==> src/rtl/parking_pkg.sv <==
// Shared parking-meter denominations, used by both the coin-acceptance and the
// coin-refund paths so the two directions always agree on coin values.
package parking_pkg;

  typedef enum logic [1:0] {
    NONE    = 2'b00,
    NICKEL  = 2'b01,
    DIME    = 2'b10,
    QUARTER = 2'b11
  } coin_e;

  localparam logic [6:0] NICKEL_VAL  = 7'd5;
  localparam logic [6:0] DIME_VAL    = 7'd10;
  localparam logic [6:0] QUARTER_VAL = 7'd25;

  localparam int MAX_TIME_DEFAULT = 99;

  function automatic logic [6:0] coin_value(input coin_e coin);
    logic [6:0] value;
    case (coin)
      NICKEL:  value = NICKEL_VAL;
      DIME:    value = DIME_VAL;
      QUARTER: value = QUARTER_VAL;
      default: value = 7'd0;
    endcase
    return value;
  endfunction

endpackage

==> src/rtl/coin_select.sv <==
// Combinational greedy picker: largest coin not exceeding the balance.
// REFUND_ROUNDUP_EN: a 1..4 s remainder is paid out as one extra nickel.
module coin_select
  import parking_pkg::*;
(
  input  logic [6:0] balance_i,
  output coin_e      coin_o,
  output logic [6:0] value_o
);

  always_comb begin
    coin_o = NONE;
    if (balance_i >= QUARTER_VAL) begin
      coin_o = QUARTER;
    end else if (balance_i >= DIME_VAL) begin
      coin_o = DIME;
    end else if (balance_i >= NICKEL_VAL) begin
      coin_o = NICKEL;
`ifdef REFUND_ROUNDUP_EN
    end else if (balance_i != 7'd0) begin
      coin_o = NICKEL;
`endif
    end
    value_o = coin_value(coin_o);
  end

endmodule

==> src/rtl/coin_refund_dispenser.sv <==
// Refunds the unexpired meter balance as a greedy sequence of coin ejects.
// Build option REFUND_ROUNDUP_EN rounds a 1..4 s remainder up to one nickel.
module coin_refund_dispenser
  import parking_pkg::*;
#(
  parameter int GAP_CYCLES = 4,
  parameter int MAX_TIME   = MAX_TIME_DEFAULT
) (
  input  logic       clk,
  input  logic       reset,
  input  logic       refund_req,
  input  logic [7:0] time_in,
  input  logic       coin_ready,
  output logic       coin_valid,
  output logic [1:0] coin_type,
  output logic       clear_time,
  output logic       busy,
  output logic       done,
  output logic [2:0] coin_count,
  output logic [2:0] residual
);

  localparam logic [2:0] S_IDLE     = 3'd0;
  localparam logic [2:0] S_SELECT   = 3'd1;
  localparam logic [2:0] S_DISPENSE = 3'd2;
  localparam logic [2:0] S_GAP      = 3'd3;
  localparam logic [2:0] S_DONE     = 3'd4;

  localparam logic [7:0] MAX_TIME_L = 8'(MAX_TIME);
  localparam logic [7:0] GAP_LAST   = 8'(GAP_CYCLES - 1);

  logic [2:0] state_q, state_d;
  logic [6:0] balance_q, balance_d;
  coin_e      coin_q, coin_d;
  logic [2:0] count_q, count_d;
  logic [2:0] residual_q, residual_d;
  logic       clear_q, clear_d;
  logic [7:0] gap_q, gap_d;

  coin_e      sel_coin;
  logic [6:0] sel_value;

  coin_select u_coin_select (
    .balance_i (balance_q),
    .coin_o    (sel_coin),
    .value_o   (sel_value)
  );

  // Handshake: a coin moves on a rising edge where coin_valid && coin_ready.
  // coin_valid never drops and coin_type never changes until that edge.
  always_comb begin
    state_d    = state_q;
    balance_d  = balance_q;
    coin_d     = coin_q;
    count_d    = count_q;
    residual_d = residual_q;
    clear_d    = 1'b0;
    gap_d      = gap_q;
    case (state_q)
      S_IDLE: begin
        if (refund_req) begin
          balance_d  = (time_in > MAX_TIME_L) ? MAX_TIME_L[6:0] : time_in[6:0];
          count_d    = 3'd0;
          residual_d = 3'd0;
          clear_d    = 1'b1;
          state_d    = S_SELECT;
        end
      end
      S_SELECT: begin
        if (sel_coin == NONE) begin
          residual_d = balance_q[2:0];
          coin_d     = NONE;
          state_d    = S_DONE;
        end else begin
          coin_d  = sel_coin;
          state_d = S_DISPENSE;
        end
      end
      S_DISPENSE: begin
        if (coin_ready) begin
          // Saturate so a round-up nickel on a 1..4 s balance lands on zero.
          balance_d = (balance_q >= sel_value) ? (balance_q - sel_value) : 7'd0;
          count_d   = count_q + 3'd1;
          coin_d    = NONE;
          gap_d     = 8'd0;
          state_d   = (GAP_CYCLES > 0) ? S_GAP : S_SELECT;
        end
      end
      S_GAP: begin
        if (gap_q == GAP_LAST) begin
          state_d = S_SELECT;
        end else begin
          gap_d = gap_q + 8'd1;
        end
      end
      S_DONE: begin
        state_d = S_IDLE;
      end
      default: begin
        state_d = S_IDLE;
      end
    endcase
  end

  always_ff @(posedge clk or negedge reset) begin
    if (!reset) begin
      state_q    <= S_IDLE;
      balance_q  <= 7'd0;
      coin_q     <= NONE;
      count_q    <= 3'd0;
      residual_q <= 3'd0;
      clear_q    <= 1'b0;
      gap_q      <= 8'd0;
    end else begin
      state_q    <= state_d;
      balance_q  <= balance_d;
      coin_q     <= coin_d;
      count_q    <= count_d;
      residual_q <= residual_d;
      clear_q    <= clear_d;
      gap_q      <= gap_d;
    end
  end

  assign coin_valid = (state_q == S_DISPENSE);
  assign coin_type  = coin_q;
  assign clear_time = clear_q;
  assign busy       = (state_q != S_IDLE);
  assign done       = (state_q == S_DONE);
  assign coin_count = count_q;
  assign residual   = residual_q;

endmodule

==> config.mk <==
export PLATFORM = sky130hd
export DESIGN_NAME = coin_refund_dispenser
export DESIGN_NICKNAME = d
export VERILOG_FILES = /design/src/rtl/parking_pkg.sv /design/src/rtl/coin_select.sv /design/src/rtl/coin_refund_dispenser.sv
export SDC_FILE = /design/constraint.sdc
export NUM_CORES = 1
export LEC_CHECK = 0
export CELL_PAD_IN_SITES_DETAIL_PLACEMENT = 0
export CELL_PAD_IN_SITES_GLOBAL_PLACEMENT = 2
export CORE_MARGIN = 2
export CORE_UTILIZATION = 37
export DETAILED_ROUTE_END_ITERATION = 12
export PLACE_DENSITY = 0.89
export SYNTH_ARGS = -nofsm -noshare
export SYNTH_HDL_FRONTEND = slang
export SYNTH_SLANG_ARGS = --single-unit
==> constraint.sdc <==
create_clock -name clk -period 6 [get_ports clk]
set_input_delay 1.2 -clock clk [delete_from_list [all_inputs] [get_ports clk]]
set_output_delay 1.2 -clock clk [all_outputs]
set_load 0.005 [all_outputs]
# Word-level counts from Yosys, hierarchy flattened
# Index checks and enable logic that the tools add are counted.
[op_classes] eq_ne=13 add_sub_neg=3 n_reduce_logical=12 mux=27 n_lt_le_gt_ge=5
[op_table] op="7-bit two-way mux" count=4
[op_table] op="3-bit two-way mux" count=7
[op_table] op="8-bit two-way mux" count=2
[op_table] op="8-bit one-hot mux with 2 select lines" count=1
[op_table] op="5-bit one-hot mux with 3 select lines" count=1
[op_table] op="7-bit one-hot mux with 2 select lines" count=1
[op_table] op="3-bit one-hot mux with 2 select lines" count=2
[op_table] op="3-bit one-hot mux with 4 select lines" count=1
[op_table] op="3-bit AND reduction" count=4
[op_table] op="2-bit != test, second input constant" count=5
[op_table] op="8-bit by 1-bit adder with 8-bit output, second input constant" count=1
[op_table] op="8-bit by 2-bit equality test with 1-bit output, second input constant" count=1
[op_table] op="8-bit by 7-bit greater-than comparator with 1-bit output, second input constant" count=1
[op_table] op="2-bit two-way mux" count=4
[op_table] op="2-bit nonzero test" count=4
[op_table] op="7-bit by 3-bit >= comparator with 1-bit output, second input constant" count=1
[op_table] op="7-bit by 4-bit >= comparator with 1-bit output, second input constant" count=1
[op_table] op="7-bit by 5-bit >= comparator with 1-bit output, second input constant" count=1
[op_table] op="7-bit >= comparator" count=1
[op_table] op="7-bit subtractor" count=1
[op_table] op="3-bit by 2-bit equality test with 1-bit output, second input constant" count=2
[op_table] op="2-bit equality test, second input constant" count=2
[op_table] op="2-bit one-hot mux with 2 select lines" count=1
[op_table] op="3-bit by 1-bit adder with 3-bit output, second input constant" count=1
[op_table] op="other kinds (8)" count=10
[totals] regBits=27 elab_cells=67 inputBits=12

# Logic depth before layout (Yosys ltp)
[depth] ltp_word=10 ltp_mapped=11

# Modules after synthesis
# Synthesis repeated with hierarchy kept, for this count alone.
[hier_totals] hier_cells=195 hier_area_um2=1796.7
[modules_own_cells] module="coin_refund_dispenser" area_per_inst_um2=1667.8 cells_each=174 instances=1
[modules_own_cells] module="coin_select" area_per_inst_um2=128.9 cells_each=21 instances=1

# Worst setup path after synthesis
# No wires, ideal clock.
[synth_timing] kind="flip-flop to output port" from="reg state_q[0]" to="out busy" path_stages_with_launch=3 path_slack_ns=3.718 t_arrival_ns=1.082 path_buffers=1 required_ns=4.800 cell_sequence="dfrtp_1 > clkbuf_1 > or3_2"
[synth_via] elab_chain_len=1
[synth_rtl] item="from (decl)" line="coin_refund_dispenser.sv:32" source="logic [2:0] state_q, state_d;"
[synth_rtl] item="from (signal assigned)" line="coin_refund_dispenser.sv:115" source="state_q <= state_d;"
[synth_rtl] item="3-bit nonzero test" line="coin_refund_dispenser.sv:128" source="assign busy = (state_q != S_IDLE);"
[synth_rtl] item="to (decl)" line="coin_refund_dispenser.sv:17" source="output logic busy,"
# Every way passes these cells.

# Worst setup path after layout
# Ends and elaborated chain as after synthesis.

==> flow_summary_export.csv <==
group,metric,value,unit
run_status,status,"finished clean",
place,finalWeightedCongestion,0.795,
sta,setup_violations,0,
yosys,synth-seq-cells,27,
setup_path,startpoint,"state_q[0]$_DFFE_PN0P_",
grt,overflow,0,
yosys,muxShareOfSynthArea,0,%
yosys,synthAdderAreaFrac,6.43,%
setup_path,reg2reg_from,"balance_q[1]$_DFFE_PN0P_",
sta,worst_pin_slew,0.466,ns
yosys,synthTopCellsByArea,"dfrtp_1, ha_1, o21ai_0",
yosys,synth_compound_area_share,22.7,%
clocking,cts_resized,0,
drt,wire_per_inst,15.5,um
sta,timing.final.max_slew_violations,0,
drt,vias_per_cell,5.64,
clocking,cts_hold_buf,0,
clocking,cts_tree,"done",
drt,antenna_left,0,
yosys,ys_types,52,
floorplanning,die-area,5080,um^2
grt,grt_use_total,15.8,%
yosys,synth_nets,189,
sta,fmax,0.335,GHz
clocking,clock-sinks,27,
setup_path,setup.worst_path.class,"register to output port",
drt,route.detailed.drc,0,
grt,grt_pass1_vias,1351,
setup_path,crit_required,4.80,ns
yosys,syn-instance-count,169,
clocking,cts_inserted_buffers,3,
drt,drt_pass1_iterations,4,
clocking,cts_htree_levels,1,
setup_path,end_kind,"output port",
clocking,cts.reportedPaths.clkPinSlew,0.10,ns
clocking,cts_root_buf,"clkbuf_8",
final_layout,layout-drive-gt1-share,10.9,%
place,dp_hpwl,2860,um
final_layout,final_cells,245,
yosys,synth.avg_cell_area,9.90,um^2
sta,slew_headroom,68.9,%
sta,hold_viol,0,
yosys,synth_top_area_share,40.4,%
pwr,p_per_area,532,nW/um^2
pwr,ir_drop,197,uV
floorplanning,pin_count,24,
drt,top_layer,"met4",
drt,wl,3810,um
drt,wl_met1,1860,um
floorplanning,initial_utilization,38.4,%
setup_path,start_kind,"register",
setup_path,r2r_cells,11,
grt,grt_start_max_net_pins,28,
setup_path,crit_fanout,12,
setup_path,cp-endpoint,"busy",
place,io_buffers,23,
clocking,clockBufferDepth,2,
drt,drt-initial-drc-count,76,
final_layout,nFillCells,417,
grt,grt_pass1_wl,6550,um
yosys,yosysSeqAreaShare,40.4,%
final_layout,diodes,0,
place,dp_cells,241,
final_layout,area_delta_synth_final,19.0,%
drt,vias,1382,
setup_path,worstPathArrival,1.79,ns
sta,layout_min_cycle_time,2.99,ns
yosys,synthArstFlopShare,100,%
pwr,p_leak,0.000851,uW
final_layout,nets,214,
grt,antenna_found_initial,0,
yosys,post_synth_instance_area,1670,um^2
yosys,synth_flop_cell,"dfrtp_1",
setup_path,r2r_slack,3.40,ns
sta,tns,0,ns
drt,wl_met2,1800,um
clocking,clock_latency,0.28,ns
sta,fin_crit_sh,49.8,%
flow_run,timing.max_cap.violations,0,
sta,rsz0062_at_grt,"no",
setup_path,regToRegEndpoint,"balance_q[4]$_DFFE_PN0P_",
yosys,synth_warnings,0,
yosys,synthSimpleGateAreaFrac,22.5,%
floorplanning,die_w,71.2,um
floorplanning,rows,24,
floorplanning,die_h,71.2,um
sta,fin_skew,0.00341,ns
yosys,synthXorXnorAreaFrac,4.19,%
yosys,yosys.area.top_type,"dfrtp_1",
floorplanning,core-area,4350,um^2
yosys,synth_edf_count,0,
yosys,synth_top_family_by_area,"compound AO/OA/AOI/OAI gates",
worst_hold_path,hold_path_class,"register to register",
drt,met3_length,115,um
clocking,cts_setup_buffers,0,
[critical path, cell delays in order (launching register included)]
cell	delay, ns
dfrtp_1	0.56
or3_2	0.50
clkdlybuf4s50_1	0.45
[through the flow]
stage / hold slack [ns] / cell area [um^2] / setup slack (ns) / util, % / power, uW
2_1_floorplan: 0.475 / 1670 / 3.72 / - / 774
3_3_place_gp: 0.480 / 1940 / 3.31 / 44.6 / 935
3_5_place_dp: 0.494 / 1940 / 3.23 / 44.6 / 954
4_1_cts: 0.517 / 1990 / 3.01 / 45.7 / 1070
5_1_grt: 0.530 / 1990 / 2.95 / 45.7 / 1150
6_report: 0.508 / 1990 / 3.01 / 45.7 / 1060
[where the power goes]
part	switching (uW)	internal, uW	total, uW	leakage (uW)
clock network	61.9	47.2	109	0.0000217
logic	306	294	600	0.000481
registers	100	250	350	0.000348
[flip-flops by register name, summed over array words and instances, names as in the netlist]
register / count
gap_q: 8
balance_q: 7
coin_count: 3
residual: 3
state_q: 3
coin_type: 2
clear_time: 1
[final cells by class]
cell class / instances / area [um^2] / area share (%)
clock buffer: 3 / 41.3 / 2.07
clock inverter: 1 / 7.51 / 0.377
inverter: 8 / 30.0 / 1.51
multi-input combinational: 130 / 933 / 46.9
sequential: 27 / 676 / 33.9
tap: 52 / 65.1 / 3.27
timing repair buffer: 24 / 238 / 11.9
[layer usage]
metal	vias up	global-route usage (%)
li1	668	-
met1	685	23.6
met2	25	25.0
met3	4	1.97
met4	0	2.94
met5	-	0
[Yosys cell counts (3+ instances only)]
master and n:
nor2b_1 3, a21oi_1 4, nor3_2 3, ha_1 7, a22o_1 7, nand2b_1 3
o31ai_1 3, nand3_1 6, inv_1 8, dfrtp_1 27, a22oi_1 4, a21o_1 3
xnor2_1 6, o21ai_0 16, nor2_1 11, nand2_1 13
[cell usage in the layout (no fill, tap or decap), types with 2 or more instances in the layout]
cell type        Yosys  routed
clkbuf_8             0       3
nor2b_1              3       3
a22o_1               7       7
o21a_1               2       2
ha_1                 7       7
dfrtp_1             27      27
nand3b_1             2       2
a21oi_1              4       4
inv_1                8       8
nand4_1              2       2
or3_1                2       2
nor3_2               3       3
and2_1               2       2
nand2b_1             3       3
xnor2_1              6       6
a22oi_1              4       4
and3_1               2       2
nor2_1              11      11
nor3_1               2       2
xor2_1               2       2
o31ai_1              3       3
a21o_1               3       3
nand3_1              6       6
nand2_1             13      13
clkdlybuf4s50_1      0      23
o21ai_0             16      16
[worst min-delay path by stage]
stage,start,to,depth (start not counted)
global placement,coin_type[1]$_DFFE_PN0P_,coin_type[1]$_DFFE_PN0P_,2
finish,coin_type[1]$_DFFE_PN0P_,coin_type[1]$_DFFE_PN0P_,2
CTS,coin_type[1]$_DFFE_PN0P_,coin_type[1]$_DFFE_PN0P_,2
detailed placement,coin_type[1]$_DFFE_PN0P_,coin_type[1]$_DFFE_PN0P_,2
global route,coin_type[0]$_DFFE_PN0P_,coin_type[0]$_DFFE_PN0P_,1
floorplan,gap_q[1]$_DFFE_PN0P_,gap_q[1]$_DFFE_PN0P_,2
[cells by family after synthesis]
kind of cell               after synthesis
DFF                                     27
and+or+nand+nor                         62
xor gates and xnor gates                 8
buffers and inverters                   12
AOI/OAI and AO/OA                       52
adders and majority gates                8
No activity file was read; power rests on OpenSTA's default activity.
